## src/rtl/dot_product_stream.sv

```systemverilog
// dot_product_stream
//   Streaming dot-product engine. Two L-element vectors arrive as B = L/P
//   beats of P element pairs. Each beat is multiplied across P lanes
//   (stage 1), reduced to one ACC_W-wide sum (stage 2) and accumulated
//   (stage 3). One result per vector is held until the consumer takes it,
//   together with the number of edges the vector took.
//
// Ports
//   clk, rst_n                  clock, asynchronous active-low reset
//   in_valid / in_ready         beat handshake (in_ready registered)
//   in_a, in_b [P*N]            lane i at [i*N +: N], element = beat*P + i
//   signed_mode                 operand signedness, sampled on beat 0
//   out_valid / out_ready       result handshake
//   out_result [ACC_W]          dot product (sign/zero extended)
//   out_cycles [16]             edges from first beat to result, saturating

// Per-lane multiplier: exact 2N-bit product in either signedness.
module dot_product_stream_lane #(
    parameter int N = 8
) (
    input  logic [N-1:0]   i_a,
    input  logic [N-1:0]   i_b,
    input  logic           i_signed,
    output logic [2*N-1:0] o_prod
);
    logic signed [2*N-1:0] w_ps;
    logic        [2*N-1:0] w_pu;

    assign w_ps   = $signed(i_a) * $signed(i_b);
    assign w_pu   = i_a * i_b;
    assign o_prod = i_signed ? w_ps : w_pu;
endmodule

module dot_product_stream #(
    parameter int N = 8,
    parameter int L = 16,
    parameter int P = 4
) (
    input  logic                          clk,
    input  logic                          rst_n,
    input  logic                          in_valid,
    output logic                          in_ready,
    input  logic [P*N-1:0]                in_a,
    input  logic [P*N-1:0]                in_b,
    input  logic                          signed_mode,
    output logic                          out_valid,
    input  logic                          out_ready,
    output logic [2*N+$clog2(L)-1:0]      out_result,
    output logic [15:0]                   out_cycles
);
    localparam int ACC_W = 2*N + $clog2(L);
    localparam int B     = L / P;
    localparam int BW    = (B > 1) ? $clog2(B) : 1;
    localparam int EXT   = ACC_W - 2*N;

    typedef enum logic [1:0] {FILL, DRAIN, HOLD} state_t;

    state_t                  r_state, w_next_state;
    logic [BW-1:0]           r_beat;
    logic                    r_drain;
    logic                    r_in_ready;
    logic                    r_out_valid;
    logic                    r_smode;
    logic [15:0]             r_cyc;
    logic [15:0]             r_cycles;
    logic [ACC_W-1:0]        r_result;

    // r_vld_pipe[0] = stage 1 (products), r_vld_pipe[1] = stage 2 (sum)
    logic [1:0]              r_vld_pipe;
    logic [P-1:0][2*N-1:0]   r_s1_prod;
    logic                    r_s1_first, r_s1_last, r_s1_sm;
    logic [ACC_W-1:0]        r_s2_sum;
    logic                    r_s2_first, r_s2_last;
    logic [ACC_W-1:0]        r_acc;

    logic                    w_accept, w_first, w_last, w_smode;
    logic [P-1:0][2*N-1:0]   w_prod;
    logic [ACC_W-1:0]        w_sum;
    logic [ACC_W-1:0]        w_acc_next;
    logic [15:0]             w_cyc_inc;

    assign w_accept = in_valid && r_in_ready;
    assign w_first  = (r_beat == '0);
    assign w_last   = (r_beat == BW'(B-1));
    // Beat 0 uses the live pin; later beats use the value latched on beat 0.
    assign w_smode  = w_first ? signed_mode : r_smode;

    // ---------------- control FSM ----------------
    always_comb begin
        w_next_state = r_state;
        case (r_state)
            FILL:    if (w_accept && w_last) w_next_state = DRAIN;
            DRAIN:   if (r_drain)            w_next_state = HOLD;
            HOLD:    if (out_ready)          w_next_state = FILL;
            default:                         w_next_state = FILL;
        endcase
    end

    always_ff @(posedge clk or negedge rst_n) begin
        if (!rst_n) begin
            r_state     <= FILL;
            r_beat      <= '0;
            r_drain     <= 1'b0;
            r_in_ready  <= 1'b0;
            r_out_valid <= 1'b0;
            r_smode     <= 1'b0;
        end else begin
            r_state     <= w_next_state;
            // in_ready/out_valid are registered copies of the next state
            r_in_ready  <= (w_next_state == FILL);
            r_out_valid <= (w_next_state == HOLD);
            // second DRAIN cycle is flagged so HOLD follows two edges after the last beat
            r_drain     <= (r_state == DRAIN);
            if (w_accept) begin
                r_beat <= w_last ? '0 : r_beat + BW'(1);
                if (w_first) r_smode <= signed_mode;
            end
        end
    end

    // ---------------- stage 1: lane multipliers ----------------
    for (genvar g = 0; g < P; g++) begin : g_lane
        dot_product_stream_lane #(.N(N)) u_lane (
            .i_a      (in_a[g*N +: N]),
            .i_b      (in_b[g*N +: N]),
            .i_signed (w_smode),
            .o_prod   (w_prod[g])
        );
    end

    // ---------------- stage 2: reduction ----------------
    always_comb begin
        w_sum = '0;
        for (int i = 0; i < P; i++) begin
            if (r_s1_sm) w_sum = w_sum + {{EXT{r_s1_prod[i][2*N-1]}}, r_s1_prod[i]};
            else         w_sum = w_sum + {{EXT{1'b0}}, r_s1_prod[i]};
        end
    end

    // ---------------- stage 3: accumulate ----------------
    assign w_acc_next = r_s2_first ? r_s2_sum : r_acc + r_s2_sum;

    always_ff @(posedge clk or negedge rst_n) begin
        if (!rst_n) begin
            r_vld_pipe <= '0;
            r_s1_prod  <= '0;
            r_s1_first <= 1'b0;
            r_s1_last  <= 1'b0;
            r_s1_sm    <= 1'b0;
            r_s2_sum   <= '0;
            r_s2_first <= 1'b0;
            r_s2_last  <= 1'b0;
            r_acc      <= '0;
            r_result   <= '0;
        end else begin
            r_vld_pipe <= {r_vld_pipe[0], w_accept};
            r_s1_first <= w_accept && w_first;
            r_s1_last  <= w_accept && w_last;
            if (w_accept) begin
                r_s1_prod <= w_prod;
                r_s1_sm   <= w_smode;
            end
            r_s2_first <= r_vld_pipe[0] && r_s1_first;
            r_s2_last  <= r_vld_pipe[0] && r_s1_last;
            if (r_vld_pipe[0]) r_s2_sum <= w_sum;
            if (r_vld_pipe[1]) begin
                r_acc <= w_acc_next;
                if (r_s2_last) r_result <= w_acc_next;
            end
        end
    end

    // ---------------- latency counter ----------------
    assign w_cyc_inc = (r_cyc == 16'hFFFF) ? r_cyc : r_cyc + 16'd1;

    always_ff @(posedge clk or negedge rst_n) begin
        if (!rst_n) begin
            r_cyc    <= '0;
            r_cycles <= '0;
        end else begin
            if (r_state == FILL && w_accept && w_first)
                r_cyc <= '0;
            else if (r_state == DRAIN || (r_state == FILL && !w_first))
                r_cyc <= w_cyc_inc;
            // the edge that raises out_valid is itself counted
            if (r_state == DRAIN && r_drain)
                r_cycles <= w_cyc_inc;
        end
    end

    assign in_ready   = r_in_ready;
    assign out_valid  = r_out_valid;
    assign out_result = r_result;
    assign out_cycles = r_cycles;
endmodule
```

## config.mk

```make
export PLATFORM = sky130hd
export DESIGN_NAME = dot_product_stream
export DESIGN_NICKNAME = d
export VERILOG_FILES = /design/src/rtl/dot_product_stream.sv
export SDC_FILE = /design/constraint.sdc
export NUM_CORES = 1
export LEC_CHECK = 0
export ABC_AREA = 1
export CAP_MARGIN = 40
export CORE_UTILIZATION = 40
export DETAILED_ROUTE_END_ITERATION = 7
export PLACE_DENSITY_LB_ADDON = 0.05
export REMOVE_ABC_BUFFERS = 1
export SYNTH_ARGS = -nofsm -noshare
export SYNTH_HDL_FRONTEND = slang
export SYNTH_SLANG_ARGS = --single-unit
```

## constraint.sdc

```tcl
create_clock -name clk -period 3.8 [get_ports clk]
set_clock_uncertainty 0.05 [all_clocks]
set_input_delay 1.14 -clock clk [delete_from_list [all_inputs] [get_ports clk]]
set_output_delay 1.14 -clock clk [all_outputs]
set_load 0.02 [all_outputs]
```

Word-level counts from Yosys, hierarchy flattened. Index checks and enable logic that the tools add are counted.

Bits in registers: 170. Logic and storage cells: 76.

Equality and inequality tests: 5. Multiplexer cells: 18. Multiply operators: 8. Add/subtract/negate cells: 9. Reduce and logical (&&, ||, !) cells: 16.

Operators with widths (number): multiplier 8 x 8 -> 16 bit (8); 2-to-1 mux 16 bit (7); 2-to-1 mux 20 bit (5); adder 20 bit (4); adder 20 x 16 -> 20 bit (3); adder 16 x 1 -> 16 bit, second input constant (1); equality test 16 bit, second input constant (1); logical AND 1 bit (9); 2-to-1 mux 2 bit (4); equality test 2 bit, second input constant (3); zero test 2 bit (3); case mux 2 bit (3 select lines) (1); adder 2 x 1 -> 2 bit, second input constant (1); equality test 2 x 1 -> 1 bit, second input constant (1); AND reduction 2 bit (1); nonzero test 2 bit (1); zero test 1 bit (1); logical OR 1 bit (1); 2-to-1 mux 1 bit (1).

Longest topological paths before layout. Gate-level depths: netlist (run 1).

Word-level depth: 7. Depth in mapped cells: 29. Depth with buffers taken out: 29.

Cells and area by module. From an unflattened synthesis (run 1), not the netlist that was laid out.

Cells, all modules: 4123. Area, all modules: 29243.0 µm².

Modules (own cells, without submodules): dot_product_stream (times used 1, cells an instance 1469, sequential area each 4254.1 µm², area an instance 10815.4 µm²); dot_product_stream_lane at g_lane[0].u_lane (times used 1, cells an instance 675, sequential area each 0.0 µm², area an instance 4663.2 µm²); dot_product_stream_lane at g_lane[1].u_lane (times used 1, cells an instance 664, sequential area each 0.0 µm², area an instance 4608.2 µm²); dot_product_stream_lane at g_lane[3].u_lane (times used 1, cells an instance 658, sequential area each 0.0 µm², area an instance 4584.4 µm²); dot_product_stream_lane at g_lane[2].u_lane (times used 1, cells an instance 657, sequential area each 0.0 µm², area an instance 4571.9 µm²).

Worst setup path before layout (run 1). Ideal clock, no wire load.

Path kind: input to register. Start point: in in_b[31]. End point: reg r_s1_prod[60] (netlist name). Required time: 3.634 ns. Arrival: 4.810 ns. Path buffers: 1. Stages: 20. Slack: -1.176 ns. Cell sequence: clkbuf_1 -> inv_1 -> nor2_1 -> fa_1 -> inv_1 -> fa_1 -> inv_1 -> fa_1 -> fa_1 -> ha_1 -> a21oi_1 -> o21ai_0 -> a21oi_1 -> o21ai_0 -> nand2_1 -> nand3_1 -> nand2_1 -> inv_1 -> nand2_1 -> nand2_1.

Word-level cells in the longest chain between the ends: 2. Elaborated cells on any way between the ends: 3.

Ends and longest elaborated chain: start: declaration (RTL line 44) `input logic [P*N-1:0] in_b,`; multiplier 8 x 8 -> 16 bit, on equally long branches (RTL line 30, 29); 2-to-1 mux 16 bit * (RTL line 31) `assign o_prod = i_signed ? w_ps : w_pu;`; end signal: assignment (RTL line 160) `r_s1_prod <= w_prod;`; end: declaration (RTL line 70) `logic [P-1:0][2*N-1:0] r_s1_prod;`.

Mark *: on every way between the ends. The rest lies on a longest branch, timed or not. A chain may end at the register's enable or synchronous reset.

Final worst setup path (run 1).
Start point: in in_a[12]. End point: reg r_s1_prod[30] (netlist name).

Word-level cells in the longest chain between the ends: 2. Elaborated cells on any way between the ends: 3.

Ends and longest elaborated chain: start: declaration (RTL line 43) `input logic [P*N-1:0] in_a,`; multiplier 8 x 8 -> 16 bit, on equally long branches (RTL line 30, 29); 2-to-1 mux 16 bit * (RTL line 31).

Marks and branches as above.

==> flow_summary.toml, run 1 <==
[floorplanning]
num_rows = 96
boundaryPins = 107
dieWidth_um = 266.1
starting_density_of_the_core_pct = 40.53
floorplan.die_area_um2 = 70800
chip_height_um = 266.1
core_um2 = 68830

[sta]
setup_slack_ns = -0.7477
hold_violations = 0
min_period_over_period_pct = 119.7
finalMaxSlewViolations = 0
worst-slew-pin-transition_ns = 0.8634
achievable-frequency_mhz = 219.9
hold_ws_ns = 0.3841
slew_headroom_pct = 42.44
grt_setup_unrepaired = "true"
setup_viol = 55
min_period_ns = 4.548

[worst_setup_path]
reg_to_reg_startpoint = "r_s1_prod[16]"
worst-r2r-setup-slack_ns = -0.41
r2r.worst_path.cells = 25
setup.worst_path.class = "input port to flip-flop"
setup.worst_path.end_class = "flip-flop"
cp_data_required_time_ns = 4.10
arrival_ns = 4.85
worst_setup_path_start_kind = "input port"
rr_endpoint = "r_s2_sum[17]"
critPathMaxFanout = 5

[grt]
gr-usage-all-layers_pct = 22.94
pin_count_of_the_biggest_net_entering_global_routing = 65
grt_first_pass_wirelength_mm = 132.4
first_global_vias = 26822
gr-total-overflow = 0
antenna_found_initial = 0

[drt]
aggregate_routed_wire_length_mm = 78.63
vias = 25678
wl_per_cell_um = 14.47
drc_violations_left = 0
ant_nets = 0
dr.first_iter.drc_count = 1053
routed_vias_inst = 4.725
firstDrtPassIters = 5

[logic_synthesis]
synth_edf_count = 0
postSynthRegisterBits = 170
synthesis.yosys.warnings = 0
synth.distinct_cells = 50
synthCells = 3738
seq_area_frac_synth_pct = 15.25
synth_top_area_share_pct = 24.69
synth_area_leader_cell = "fa_1"
postSynth.asyncResetShare_pct = 100.0
synth_top_cells_by_area = "fa_1 25%, dfrtp_1 15%, ha_1 14%"
dominantRegCellSynth = "dfrtp_1"
post-synth-top-count-cell = "nand2_1"
synthTopCellsByCount = "871 x nand2_1, 852 x inv_1, 344 x fa_1"
syn_area_um2 = 27900
synth.avg_cell_area_um2 = 7.463

[finish]
multi_input_area_um2 = 24240
antenna-diode-count = 0
fillers = 6234
share_of_cells_above_drive_strength_1_pct = 38.23
ff_latch_area_um2 = 4260
syn_to_final_growth_pct = 46.42
net_count_reported_at_finish = 5217
final_area_um2 = 40850

[worst_hold_path]
hold_end = "r_s2_last"
min_from = "r_s1_last"
timing.hold.worst.class = "flip-flop to flip-flop"
number_of_cells_on_the_worst_hold_path = 2

[place]
finalWeightedCongestion = 0.8888
preCtsSetupSlack_ns = -1.912
portBuffers = 106
place_area_um2 = 34310
detailed_placer_s_ending_hpwl_mm = 63.09

[outcome]
violations_in_the_final_reports = "negative setup slack"
status = "finished, violations left"

[clock_network]
cts.sink_count = 170
hold_buffers = 0
cts_root_buffer = "clkbuf_16"
clk_path_buf_depth = 2
num_cts_buffers = 17
clock_tree_from_tritoncts = "yes"
clk_latency_ns = 0.46
cts.reportedPaths.clkPinSlew_ns = 0.07
htreeDepth = 4

[job]
max_cap_viol_count = 0
[critical path, cell delays in order]
cell	delay, ns
buf_8	0.10
buf_8	0.13
buf_6	0.12
nand2_2	0.05
inv_2	0.03
fa_1	0.55
ha_4	0.23
buf_4	0.13
fa_1	0.47
inv_1	0.05
fa_1	0.50
inv_2	0.05
ha_4	0.29
inv_1	0.11
nor3_4	0.23
nand3_1	0.12
nand4_1	0.15
a21oi_2	0.07
o21ai_1	0.09
o21ai_1	0.10
nand2_1	0.08
nand2_1	0.05
[registers in the layout (all words and copies together), names as in the netlist]
register	cells
r_cyc	16
out_valid	1
r_s2_sum	20
r_s1_first	1
r_state	2
r_drain	1
r_s2_last	1
r_s2_first	1
out_result	20
r_s1_prod	64
in_ready	1
out_cycles	16
r_vld_pipe	2
r_s1_last	1
r_s1_sm	1
r_acc	20
r_beat	2
[timing repair]
action                                  in CTS  in global routing
setup buffers                              101                 48
endpoints found under the setup margin      62                 61
pin swaps                                  430                293
gates resized for setup                   1248                443
cloned                                       0                  0
[cell families after synthesis]
group                      synth area share (%)
adders and majority gates                 38.68
DFF                                       15.25
xor gates and xnor gates                  3.072
buffers and inverters                     13.25
AOI/OAI and AO/OA                         10.30
and+or+nand+nor                           19.45
[stage by stage]
step	util [%]	setup TNS [ns]	instances
6_report	59.35	-26.26	5435
5_1_grt	59.35	-35.18	5435
4_1_cts	56.52	-27.27	5398
3_5_place_dp	49.86	-83.28	5279
3_3_place_gp	49.86	-83.04	5279
2_1_floorplan	-	-34.15	3628
[layer usage]
layer / global-route usage (%) / wire length [µm] / share of wire [%] / vias to the layer above
met2: 39.45 / 37990 / 48 / 279
met4: 4.349 / 1267 / 1.6 / 0
met1: 31.59 / 37680 / 48 / 12284
met5: 0 / 0 / 0 / -
met3: 1.941 / 1698 / 2.2 / 73
li1: - / - / - / 13042
[layout by cell type (no fill, tap or decap), types with 15 or more instances in the layout]
cell	count
a21oi_1	104
a21oi_2	57
a21oi_4	38
a31oi_1	41
buf_4	598
buf_6	169
buf_8	15
clkbuf_16	17
clkdlybuf4s50_1	41
dfrtp_1	165
fa_1	302
fa_2	42
ha_1	202
ha_4	103
inv_1	659
inv_2	174
inv_4	20
nand2_1	674
nand2_2	130
nand2_4	76
nand3_1	104
nand3_2	41
nand4_1	26
nor2_1	143
nor2_2	40
nor2_4	24
o21ai_0	107
o21ai_1	71
o21ai_2	30
o21ai_4	16
xnor2_1	31
xnor2_2	19
xor2_1	35
[final cells by class]
class,count,area share [%]
Multi-Input combinational cell,2602,59.34
Timing Repair Buffer,845,17.99
Sequential cell,170,10.43
Inverter,856,8.004
Tap cell,931,2.852
Clock buffer,17,1.042
Clock inverter,14,0.3431
[worst max-delay path by stage]
stage	startpoint	cells past startpoint	to	slack, ns
after floorplan	in_b[31]	19	r_s1_prod[60]	-1.03
after global placement	in_a[31]	18	r_s1_prod[59]	-1.91
after detailed placement	in_a[31]	18	r_s1_prod[59]	-1.91
after CTS	in_a[27]	20	r_s1_prod[60]	-0.75
after global routing	in_a[13]	19	r_s1_prod[30]	-0.89
final	in_a[12]	22	r_s1_prod[30]	-0.75
Power of run 1 is not shown: default switching activity piles up to over one toggle a cycle in this logic, so the estimate is an artifact.
==> run 2: changes to the inputs <==
- SLEW_MARGIN: unset -> 10
==> results of run 2 <==
The final DEF is identical to that of run 1; final timing and power are the same.
Power of run 2 is left out for the same reason.
==> run 3: changes to the inputs <==
==> constraint.sdc (replaced) <==
create_clock -name clk -period 3.8 [get_ports clk]
set_clock_uncertainty 0.05 [all_clocks]
set_input_delay 0.57 -clock clk [delete_from_list [all_inputs] [get_ports clk]]
set_output_delay 0.57 -clock clk [all_outputs]
set_load 0.02 [all_outputs]
==> flow_summary.toml, run 3 (synthesis gave the netlist of run 1 again) <==
[worst_setup_path]
critPathMaxFanout = 4
setup.worst_path.end_class = "flip-flop"
most_used_cell_along_the_critical_path = "nand2_2"
arrival_ns = 4.62
worst_setup_path_start_kind = "flip-flop"
cpMaxStageDelayCell = "dfrtp_2"
cp_data_required_time_ns = 4.13
setup.worst_path.class = "flip-flop to flip-flop"
crit_path_max_incr_delay_ns = 0.46

[finish]
antenna-diode-count = 0
most-common-layout-cells = "681 x nand2_1, 664 x inv_1, 621 x buf_4"
mostFrequentLayoutCell = "nand2_1"
share_of_cells_above_drive_strength_1_pct = 37.54
flip_flop_count_of_the_largest_register_after_layout = 64
net_count_reported_at_finish = 5224
syn_to_final_growth_pct = 45.38
final_core_utilization_pct = 58.93
top_reg_by_flops = "r_s1_prod"

[grt]
pin_count_of_the_biggest_net_entering_global_routing = 77
first_global_vias = 26171
grt_first_pass_wirelength_mm = 130.5
antenna_found_initial = 0
gr-total-overflow = 0
gr-usage-all-layers_pct = 22.58

[place]
detailed_placer_s_ending_hpwl_mm = 63.43
preCtsSetupSlack_ns = -1.442
portBuffers = 106
finalWeightedCongestion = 0.8870

[drt]
drc_violations_left = 0
routed_vias_inst = 4.715
firstDrtPassIters = 5
aggregate_routed_wire_length_mm = 78.57
vias = 25663
dr.first_iter.drc_count = 1153
ant_nets = 0
wl_per_cell_um = 14.43

[worst_hold_path]
timing.hold.worst.class = "input port to asynchronous set/reset pin"

[floorplanning]
chip_height_um = 266.1
boundaryPins = 107
starting_density_of_the_core_pct = 40.53
dieWidth_um = 266.1
core_um2 = 68830
floorplan.die_area_um2 = 70800
num_rows = 96

[outcome]
status = "finished, violations left"
violations_in_the_final_reports = "negative setup slack"

[sta]
totalNegativeSetupSlack_ns = -6.883
setup_viol = 41
min_period_ns = 4.292
grt_setup_unrepaired = "true"
min_period_over_period_pct = 112.9
achievable-frequency_mhz = 233.0
finalMaxSlewViolations = 0
hold_violations = 0
slew_headroom_pct = 44.07
setup_slack_ns = -0.4916
worst-slew-pin-transition_ns = 0.8389
hold_ws_ns = 0.06101

[clock_network]
clk_latency_ns = 0.46
cts_root_buffer = "clkbuf_16"
htreeDepth = 4
clock_tree_from_tritoncts = "yes"
cts.reportedPaths.clkPinSlew_ns = 0.08
clk_path_buf_depth = 2
hold_buffers = 0
num_cts_buffers = 17
cts.sink_count = 170

[job]
max_cap_viol_count = 0
-- run 3: changes by cell type in the layout (fill, tap and decap cells not counted), sizes merged --
cell    previous run  this run
clkbuf            20        19
buf              801       809
clkinv             8         7
bufinv             1         0
inv              859       862
-- run 3: final timing paths --
kind / startpoint / end / slack (ns) / depth (start not counted)
min in group clk: r_s1_last / r_s2_last / 0.39 / 2
max in group asynchronous: rst_n / r_s1_prod[17] / 2.64 / 2
worst min-delay path: rst_n / out_result[1] / 0.06 / 1
worst max-delay path: r_s1_prod[16] / r_s2_sum[18] / -0.49 / 28
worst min register to register: r_s1_last / r_s2_last / 0.39 / 2
worst max register to register: r_s1_prod[16] / r_s2_sum[18] / -0.49 / 28
-- run 3: stage by stage --
stage / cells / area (µm²)
final: 5443 / 40560
after global routing: 5443 / 40560
after CTS: 5376 / 37920
after detailed placement: 5288 / 34370
after global placement: 5288 / 34370
after floorplan: 3628 / 27420
-- run 3: timing repair --
item                                    CTS  global route
pin swaps                               337           426
gates resized for setup                 984           626
buffers inserted                         60            72
endpoints found under the setup margin   58            54
-- run 3: cell type report --
type | count | area (µm²)
sequential | 170 | 4258
tap | 931 | 1165
clock buffer | 17 | 425.4
timing repair buffer | 852 | 7362
inverter | 856 | 3274
clock inverter | 15 | 191.4
multi-input combinational | 2602 | 23880
fill | 6330 | 28270
-- run 3: routing by layer --
| layer | vias up | GRT usage (%) | part of all wire, % |
|---|---|---|---|
| met2 | 274 | 38.66 | 49 |
| met3 | 57 | 1.423 | 1.9 |
| met5 | - | 0 | 0 |
| li1 | 13048 | - | - |
| met1 | 12284 | 31.85 | 48 |
| met4 | 0 | 3.433 | 1.3 |
-- run 3: critical path, delay by kind of cell (launching register included) --
family	cells	cell delay, ns
xor+xnor	2	0.28
buf+inv	5	0.57
flops	1	0.46
simple gates	15	1.43
compound gates	2	0.19
fa+ha+maj	4	1.23
Power of run 3 is left out for the same reason.
